`src/rtl/reset_sequencer.sv`:
```
// Z80 SoC reset controller: merges power-on, watchdog, push-button and software
// reset requests into one stretched, registered system reset with cause/count registers.
module reset_sequencer #(
    parameter int          STRETCH_CYCLES  = 16,
    parameter int          DEBOUNCE_CYCLES = 1024,
    parameter logic [7:0]  SOFT_KEY        = 8'hA5
) (
    input  logic       clk,
    input  logic       reset_n,
    input  logic       wdt_req,
    input  logic       btn_n,
    input  logic [7:0] data_in,
    output logic [7:0] data_out,
    input  logic       cs_n,
    input  logic       rd_n,
    input  logic       wr_n,
    input  logic [1:0] addr,
    output logic       sys_reset_n
);

    localparam int SW = (STRETCH_CYCLES > 1) ? $clog2(STRETCH_CYCLES) : 1;
    localparam int DW = (DEBOUNCE_CYCLES > 1) ? $clog2(DEBOUNCE_CYCLES) : 1;
    localparam logic [SW-1:0] STRETCH_LAST  = SW'(STRETCH_CYCLES - 1);
    localparam logic [DW-1:0] DEBOUNCE_LAST = DW'(DEBOUNCE_CYCLES - 1);

    localparam logic [1:0] ST_RUN     = 2'd0;
    localparam logic [1:0] ST_HOLD    = 2'd1;
    localparam logic [1:0] ST_STRETCH = 2'd2;

    logic          btn_s1_q, btn_s1_d;
    logic          btn_s2_q, btn_s2_d;
    logic [DW-1:0] deb_cnt_q, deb_cnt_d;
    logic [1:0]    state_q, state_d;
    logic [SW-1:0] str_cnt_q, str_cnt_d;
    logic          sys_reset_n_q, sys_reset_n_d;
    logic [3:0]    cause_q, cause_d;
    logic [7:0]    rst_count_q, rst_count_d;

    logic write_sel, read_sel;
    logic btn_req, req, soft_key_wr;
    logic [3:0] cause_set, cause_clr;

    assign write_sel   = !cs_n && rd_n && !wr_n;
    assign read_sel    = !cs_n && !rd_n && wr_n;
    assign btn_req     = (deb_cnt_q == DEBOUNCE_LAST);
    assign req         = wdt_req || btn_req;
    assign soft_key_wr = write_sel && (addr == 2'b01) && (data_in == SOFT_KEY)
                         && (state_q == ST_RUN);
    assign sys_reset_n = sys_reset_n_q;

    // Debounce counter saturates at its last value so btn_req stays high while held.
    always_comb begin
        btn_s1_d  = btn_n;
        btn_s2_d  = btn_s1_q;
        deb_cnt_d = deb_cnt_q;
        if (btn_s2_q) begin
            deb_cnt_d = '0;
        end else if (deb_cnt_q != DEBOUNCE_LAST) begin
            deb_cnt_d = deb_cnt_q + 1'b1;
        end
    end

    always_comb begin
        state_d   = state_q;
        str_cnt_d = str_cnt_q;
        case (state_q)
            ST_RUN: begin
                if (req) begin
                    state_d   = ST_HOLD;
                    str_cnt_d = '0;
                end else if (soft_key_wr) begin
                    state_d   = ST_STRETCH;
                    str_cnt_d = '0;
                end
            end
            ST_HOLD: begin
                if (!req) begin
                    state_d   = ST_STRETCH;
                    str_cnt_d = '0;
                end
            end
            ST_STRETCH: begin
                if (req) begin
                    state_d   = ST_HOLD;
                    str_cnt_d = '0;
                end else if (str_cnt_q == STRETCH_LAST) begin
                    state_d = ST_RUN;
                end else begin
                    str_cnt_d = str_cnt_q + 1'b1;
                end
            end
            default: begin
                state_d   = ST_STRETCH;
                str_cnt_d = '0;
            end
        endcase
        sys_reset_n_d = (state_d == ST_RUN);
    end

    // Cause bits are sticky; a set in the same cycle beats a write-1-to-clear.
    always_comb begin
        cause_set   = {soft_key_wr, wdt_req, btn_req, 1'b0};
        cause_clr   = (write_sel && (addr == 2'b00)) ? data_in[3:0] : 4'h0;
        cause_d     = (cause_q & ~cause_clr) | cause_set;
        rst_count_d = rst_count_q;
        if ((state_q == ST_RUN) && (state_d != ST_RUN) && (rst_count_q != 8'hFF)) begin
            rst_count_d = rst_count_q + 8'd1;
        end
    end

    always_comb begin
        data_out = 8'h00;
        if (read_sel) begin
            case (addr)
                2'b00:   data_out = {4'h0, cause_q};
                2'b01:   data_out = rst_count_q;
                2'b10:   data_out = {6'b0, wdt_req, !btn_s2_q};
                default: data_out = 8'h00;
            endcase
        end
    end

    always_ff @(posedge clk) begin
        if (!reset_n) begin
            btn_s1_q      <= 1'b1;
            btn_s2_q      <= 1'b1;
            deb_cnt_q     <= '0;
            state_q       <= ST_STRETCH;
            str_cnt_q     <= '0;
            sys_reset_n_q <= 1'b0;
            cause_q       <= 4'h1;
            rst_count_q   <= 8'h00;
        end else begin
            btn_s1_q      <= btn_s1_d;
            btn_s2_q      <= btn_s2_d;
            deb_cnt_q     <= deb_cnt_d;
            state_q       <= state_d;
            str_cnt_q     <= str_cnt_d;
            sys_reset_n_q <= sys_reset_n_d;
            cause_q       <= cause_d;
            rst_count_q   <= rst_count_d;
        end
    end

endmodule

```
`config.mk`:
```
export PLATFORM = sky130hd
export DESIGN_NAME = reset_sequencer
export DESIGN_NICKNAME = d
export VERILOG_FILES = /design/src/rtl/reset_sequencer.sv
export SDC_FILE = /design/constraint.sdc
export NUM_CORES = 1
export LEC_CHECK = 0
export ABC_AREA = 1
export CAP_MARGIN = 10
export CORE_ASPECT_RATIO = 1.25
export CORE_MARGIN = 3
export CORE_UTILIZATION = 45
export CTS_CLUSTER_DIAMETER = 200
export CTS_CLUSTER_SIZE = 25
export DETAILED_ROUTE_END_ITERATION = 10
export GPL_ROUTABILITY_DRIVEN = 1
export GPL_TIMING_DRIVEN = 0
export PLACE_DENSITY = 0.66
export SETUP_SLACK_MARGIN = 0.02
export SLEW_MARGIN = 15
export SYNTH_ARGS = -nofsm -noshare
export SYNTH_HDL_FRONTEND = slang
export SYNTH_SLANG_ARGS = --single-unit
```
`constraint.sdc`:
```
create_clock -name clk -period 1.8 [get_ports clk]
set_input_delay 0.36 -clock clk [delete_from_list [all_inputs] [get_ports clk]]
set_output_delay 0.36 -clock clk [all_outputs]
set_load 0.01 [all_outputs]
```
==> out/metrics.cfg, run 1 <==
[placement]
dp_hpwl_um=2740
gp_congestion=0.807
place_ws_ns=-0.715
place_inst=315
io_buffers=24

[power]
powerDensity_nw_per_um2=663
sequentialPowerShare=0.527
swShare=0.249
p_comb_frac=0.118
intPower_mw=1.03
power_mw=1.37
p_sw_mw=0.342
ir_drop_mv=0.415
clkPwrFrac=0.355
power.leakage_nw=0.877

[synth]
yosys.area.top_type=dfxtp_1
ys_seq_area_frac=0.367
synth_area_um2=1690
synthTopCellsByArea=dfxtp_1 37%, nand2_1 14%, inv_1 7.5%
yosysWarnings=0
synth_cell_types=26
ys.flop_type=dfxtp_1
async_flop_share=0
synth_top_area_share=0.367
yosys_register_bits=31
synth-edff-count=0
synth_nets=272
synth.avg_cell_area_um2=6.72
syn_inst=252

[floorplanning]
die_h_um=74.6
rows=24
io_pins=26
die_x_um=60.9
die-area_um2=4540
start_util=0.478
core_area_um2=3540

[clocking]
cts_tree=yes
cts_buffer_depth=2
cts_root_buf=clkbuf_8
cts-htree-levels=2
clk_latency_ns=0.27
cts-buffers-inserted=5
path_clk_slew_ns=0.06
cts.sinks=31

[global_routing]
antenna_found_initial=0
grt_pass1_wl_um=6310
grt_pass1_vias=1482
globalRoute.totalOverflow=0
grt_max_degree=11
grt_usage=0.182

[timing]
fmax_mhz=586
final_hold_viol_count=0
post-route-period-util=0.948
finalSetupViolations=0
final-max-slew-violation-count=0
max_slew_margin=0.618
worst_pin_slew_ns=0.573
fin_crit_ns=1.71
finalWorstSetupSlack_ns=0.0936
finClkSkew_ns=0.00242
rsz0062_at_grt=true

[worst_setup_path]
start_kind=primary input
endpoint_kind=primary output
path_max_fanout=2
crit_required_ns=1.44
cp.arrival_ns=1.35
crit_type=primary input to primary output

[min_path]
hold_class=primary input to flip-flop

[route]
drt_iter0_drc=96
drt-met1-wl_um=1650
met3_length_um=134
wl_per_cell_um=11.2
drt_first_pass_iters=5
ant_nets=0
wl_met2_um=1820
via_per_inst=5.03
routed_wl_um=3630
drc_errors=0
via_count=1624
routed.top_layer=met4

[cells_and_area]
fin_nets=305
stdcell_count=323
n_antenna_cell=0
utilization=0.585
syn_to_final_growth_pct=22.4
drive_above_1_share=0.137
final_common_cell=nand2_1
final_cell_mix=62 x nand2_1, 31 x nor2_1, 31 x dfxtp_1

[job]
cap_violations=0

[outcome]
status=finished, final reports clean

cells in the mapped netlist, types with 2 or more instances:
cell     number
inv_2         2
xnor2_1       4
nand4_1      11
or2_2         2
o21ai_0      11
nand2_2       2
ha_1          3
inv_1        34
dfxtp_1      31
nand3_1      12
nand2_1      62
xor2_1        4
nor2_1       34
nand3_4       3
a21oi_1      15
a31oi_1       2
nor3_1       11
cells by family after synthesis:
| group | after synthesis | share of synthesized area |
|---|---|---|
| and+or+nand+nor | 140 | 0.384 |
| buffers and inverters | 38 | 0.0850 |
| AOI/OAI and AO/OA | 32 | 0.101 |
| DFF | 31 | 0.367 |
| xor gates and xnor gates | 8 | 0.0414 |
| adders and majority gates | 3 | 0.0222 |
state kept, by name, summed over array words and instances, names as in the netlist:
name,flops
rst_count_q,8
str_cnt_q,4
deb_cnt_q,10
btn_s1_q,1
btn_s2_q,1
state_q,2
cause_q,4
sys_reset_n,1
per-layer routing:
layer	global-route usage	vias to the layer above
met4	0.0506	0
met3	0.0469	2
met1	0.218	711
li1	-	881
met2	0.315	30
met5	0	-
cell type report:
type	count	area, um2
fill	361	1470
multi-input combinational	183	973
sequential	31	621
timing repair buffer	26	213
inverter	36	135
clock buffer	6	72.6
tap	39	48.8
buffer	2	8.76
repair_timing:
action | CTS | global route
pin swaps | 3 | 1
resized for setup | 47 | 5
buffers inserted | 2 | 0
setup endpoints to repair | 8 | 13
hold buffers | 0 | 0
worst max-delay path, stage by stage:
cell and delay, ns:
clkdlybuf4s50_1 0.48, nand3_1 0.08, o211ai_1 0.10, nand2_1 0.07, inv_1 0.05, clkdlybuf4s15_2 0.21
through the flow:
| stage | setup TNS (ns) | instance area [um2] | hold WS, ns |
|---|---|---|---|
| 4_1_cts | 0 | 2070 | 0.337 |
| 2_1_floorplan | 0 | 1690 | 0.393 |
| 6_report | 0 | 2070 | 0.335 |
| 3_5_place_dp | -7.48 | 1980 | 0.400 |
| 5_1_grt | 0 | 2070 | 0.344 |
| 3_3_place_gp | -7.18 | 1980 | 0.397 |
power by group through the flow:
stage / sequential, mW / combinational [mW] / clock [mW]
floorplan: 0.734 / 0.0934 / 0
global placement: 0.737 / 0.154 / 0
detailed placement: 0.738 / 0.154 / 0
CTS: 0.723 / 0.163 / 0.507
global route: 0.726 / 0.182 / 0.536
finish: 0.723 / 0.162 / 0.488
path summary, 6_finish.rpt:
check | cells past startpoint | to | start | slack (ns)
hold reg to reg | 1 | btn_s2_q | btn_s1_q | 0.41
hold / removal | 2 | cause_q[0] | reset_n | 0.33
setup / recovery | 6 | data_out[1] | wdt_req | 0.09
setup reg to reg | 10 | str_cnt_q[1] | deb_cnt_q[0] | 0.18
No activity file was read; power rests on OpenSTA's default activity.
==> run 2: changes to the inputs <==
--- a/config.mk
+++ b/config.mk
@@ -16,7 +16,8 @@
 export GPL_ROUTABILITY_DRIVEN = 1
 export GPL_TIMING_DRIVEN = 0
 export PLACE_DENSITY = 0.66
-export SETUP_SLACK_MARGIN = 0.02
+export SETUP_SLACK_MARGIN = 0.1
+export SKIP_CTS_REPAIR_TIMING = 1
 export SLEW_MARGIN = 15
 export SYNTH_ARGS = -nofsm -noshare
 export SYNTH_HDL_FRONTEND = slang
==> constraint.sdc (replaced) <==
create_clock -name clk -period 1.9 [get_ports clk]
set_input_delay 0.38 -clock clk [delete_from_list [all_inputs] [get_ports clk]]
set_output_delay 0.38 -clock clk [all_outputs]
set_load 0.01 [all_outputs]
==> run 2 against run 1 <==
Effect of this change:
- clock-buffer cell count is the same
- total power down 4.9%
- register-to-register slack improved by 0.10 ns
- clock power down 4.9%
- highest routed layer unchanged
- first-iteration DRC count rose by 29%
- sequential share of layout area is 0.71 points lower
- final area is 2.4% higher
- worst setup slack improved by 0.074 ns
- worst hold slack improved by 0.018 ns
==> out/metrics.cfg, run 2 (synthesized netlist as in run 1, its figures left out) <==
[outcome]
status=finished, final reports clean  ; unchanged

[cells_and_area]
max_flop_register=deb_cnt_q  ; unchanged
final_common_cell=nand2_1  ; unchanged
utilization=0.599  ; was 0.585
syn_to_final_growth_pct=25.4  ; was 22.4%
final_cell_mix=62 x nand2_1, 31 x inv_1, 31 x nor2_1, 31 x dfxtp_1, 14 x a21oi_1  ; was 62 x nand2_1, 31 x nor2_1, 31 x dfxtp_1
fillers=354  ; was 361
multi_input_area_um2=986  ; was 973 um2
largest_reg_flops=10  ; unchanged
regArea_um2=621  ; unchanged
drive_above_1_share=0.137  ; about the same
stdcell_count=324  ; was 323
biggestRegsByFlops=deb_cnt_q: 10 flops, rst_count_q: 8 flops  ; unchanged
fin_nets=306  ; was 305
n_antenna_cell=0  ; unchanged

[worst_setup_path]
start_kind=primary input  ; unchanged
reg2reg_depth=10  ; unchanged
crit_end=data_out[0]  ; was data_out[1]
regToRegSetupSlack_ns=0.28  ; was 0.18 ns
crit_type=primary input to primary output  ; unchanged
r2r-end=str_cnt_q[1]  ; unchanged
crit_start=addr[0]  ; was wdt_req
cp.arrival_ns=1.35  ; about the same
endpoint_kind=primary output  ; unchanged
path_max_fanout=6  ; was 2
crit_required_ns=1.52  ; was 1.44 ns
reg2reg_from=deb_cnt_q[0]  ; unchanged

[floorplanning]
die_x_um=60.9  ; unchanged
die-area_um2=4540  ; unchanged
die_h_um=74.6  ; unchanged
rows=24  ; unchanged
core_area_um2=3540  ; unchanged
start_util=0.478  ; unchanged
io_pins=26  ; unchanged

[timing]
final_hold_viol_count=0  ; unchanged
fin_crit_ns=1.73
finalSetupViolations=0  ; unchanged
hold_slack_ns=0.353  ; was 0.335 ns
post-route-period-util=0.912
max_slew_margin=0.615  ; was 0.618
rsz0062_at_grt=true  ; unchanged
final-max-slew-violation-count=0  ; unchanged
finClkSkew_ns=0.00299  ; was 0.00242 ns
worst_pin_slew_ns=0.577  ; was 0.573 ns
fmax_mhz=577

[global_routing]
grt_pass1_wl_um=6220  ; was 6310 um
grt_usage=0.179  ; was 0.182
antenna_found_initial=0  ; unchanged
grt_max_degree=11  ; unchanged
grt_pass1_vias=1453  ; was 1482
globalRoute.totalOverflow=0  ; unchanged

[route]
drt-met1-wl_um=1640  ; was 1650 um
wl_met2_um=1830  ; was 1820 um
drc_errors=0  ; unchanged
drt_iter0_drc=124  ; was 96
via_count=1616  ; was 1624
ant_nets=0  ; unchanged
routed.top_layer=met4  ; unchanged
wl_per_cell_um=11.3  ; was 11.2 um
routed_wl_um=3650  ; was 3630 um
met3_length_um=153  ; was 134 um
via_per_inst=4.99  ; was 5.03
drt_first_pass_iters=4  ; was 5

[placement]
gp_congestion=0.807  ; unchanged
io_buffers=24  ; unchanged
place_inst=315  ; unchanged
dp_hpwl_um=2740  ; unchanged

[power]
powerDensity_nw_per_um2=615  ; was 663 nW/um2
power.leakage_nw=0.960  ; was 0.877 nW
ir_drop_mv=0.394  ; was 0.415 mV

[clocking]
cts_buffer_depth=2  ; unchanged
cts-htree-levels=2  ; unchanged
cts-buffers-inserted=5  ; unchanged
cts_tree=yes  ; unchanged
cts_root_buf=clkbuf_8  ; unchanged
clk_latency_ns=0.27  ; about the same
path_clk_slew_ns=0.06  ; about the same
cts.sinks=31  ; unchanged

[job]
cap_violations=0  ; unchanged

[min_path]
hold_class=primary input to flip-flop  ; unchanged

[run 2: cell types whose count changed in the layout (fill, tap and decap cells not counted), sizes merged]
cell           previous run  this run
clkdlybuf4s15             2         0
buf                       9        10
dlymetal6s2s              0         7
clkbuf                    9         7
dlygate4sd2               3         0
[run 2: area by class of cell]
cell class                 count  share of cell area
clock buffer                   6              0.0342
multi-input combinational    183               0.465
inverter                      36              0.0637
buffer                         2             0.00413
timing repair buffer          27               0.118
sequential                    31               0.292
tap                           39              0.0230
[run 2: metal layers]
layer | vias up | track usage
met2 | 31 | 0.310
met4 | 0 | 0.0506
met3 | 4 | 0.0469
met1 | 702 | 0.216
met5 | - | 0
li1 | 879 | -
[run 2: worst min path at each step]
stage | startpoint | to | slack, ns | cells after the start
floorplan | btn_s1_q | btn_s2_q | 0.39 | 1
global placement | btn_s1_q | btn_s2_q | 0.40 | 1
detailed placement | btn_s1_q | btn_s2_q | 0.40 | 1
CTS | reset_n | cause_q[0] | 0.36 | 2
global route | reset_n | cause_q[0] | 0.36 | 2
finish | reset_n | cause_q[0] | 0.35 | 2
[run 2: power breakdown]
| part | total, mW | internal [mW] | switching (mW) |
|---|---|---|---|
| Sequential | 0.685 | 0.667 | 0.0176 |
| Combinational | 0.157 | 0.0692 | 0.0882 |
| Clock | 0.464 | 0.243 | 0.220 |
| Total | 1.31 | 0.980 | 0.326 |
[run 2: metrics by stage]
stage                     area, um2  setup TNS [ns]  total power [mW]  setup slack [ns]
after floorplan                1690               0             0.784             0.416
after global placement         1980           -5.74             0.844            -0.635
after detailed placement       1980           -6.03             0.846            -0.655
after CTS                      2050           -4.53              1.31            -0.660
after global routing           2120               0              1.37            0.0864
final                          2120               0              1.31             0.167
[run 2: worst max-delay path, stage by stage]
cell and delay (ns):
dlymetal6s2s_1 0.15, inv_1 0.11, nor2_4 0.15, inv_2 0.10
o221ai_1 0.19, nand2_1 0.07, inv_1 0.05, dlymetal6s2s_1 0.14
==> run 3: changes to the inputs <==
--- a/config.mk
+++ b/config.mk
@@ -6,7 +6,6 @@
 export NUM_CORES = 1
 export LEC_CHECK = 0
 export ABC_AREA = 1
-export CAP_MARGIN = 10
 export CORE_ASPECT_RATIO = 1.25
 export CORE_MARGIN = 3
 export CORE_UTILIZATION = 45
==> results of run 3 <==
No change in the layout: final DEF, timing and power equal those of run 2.
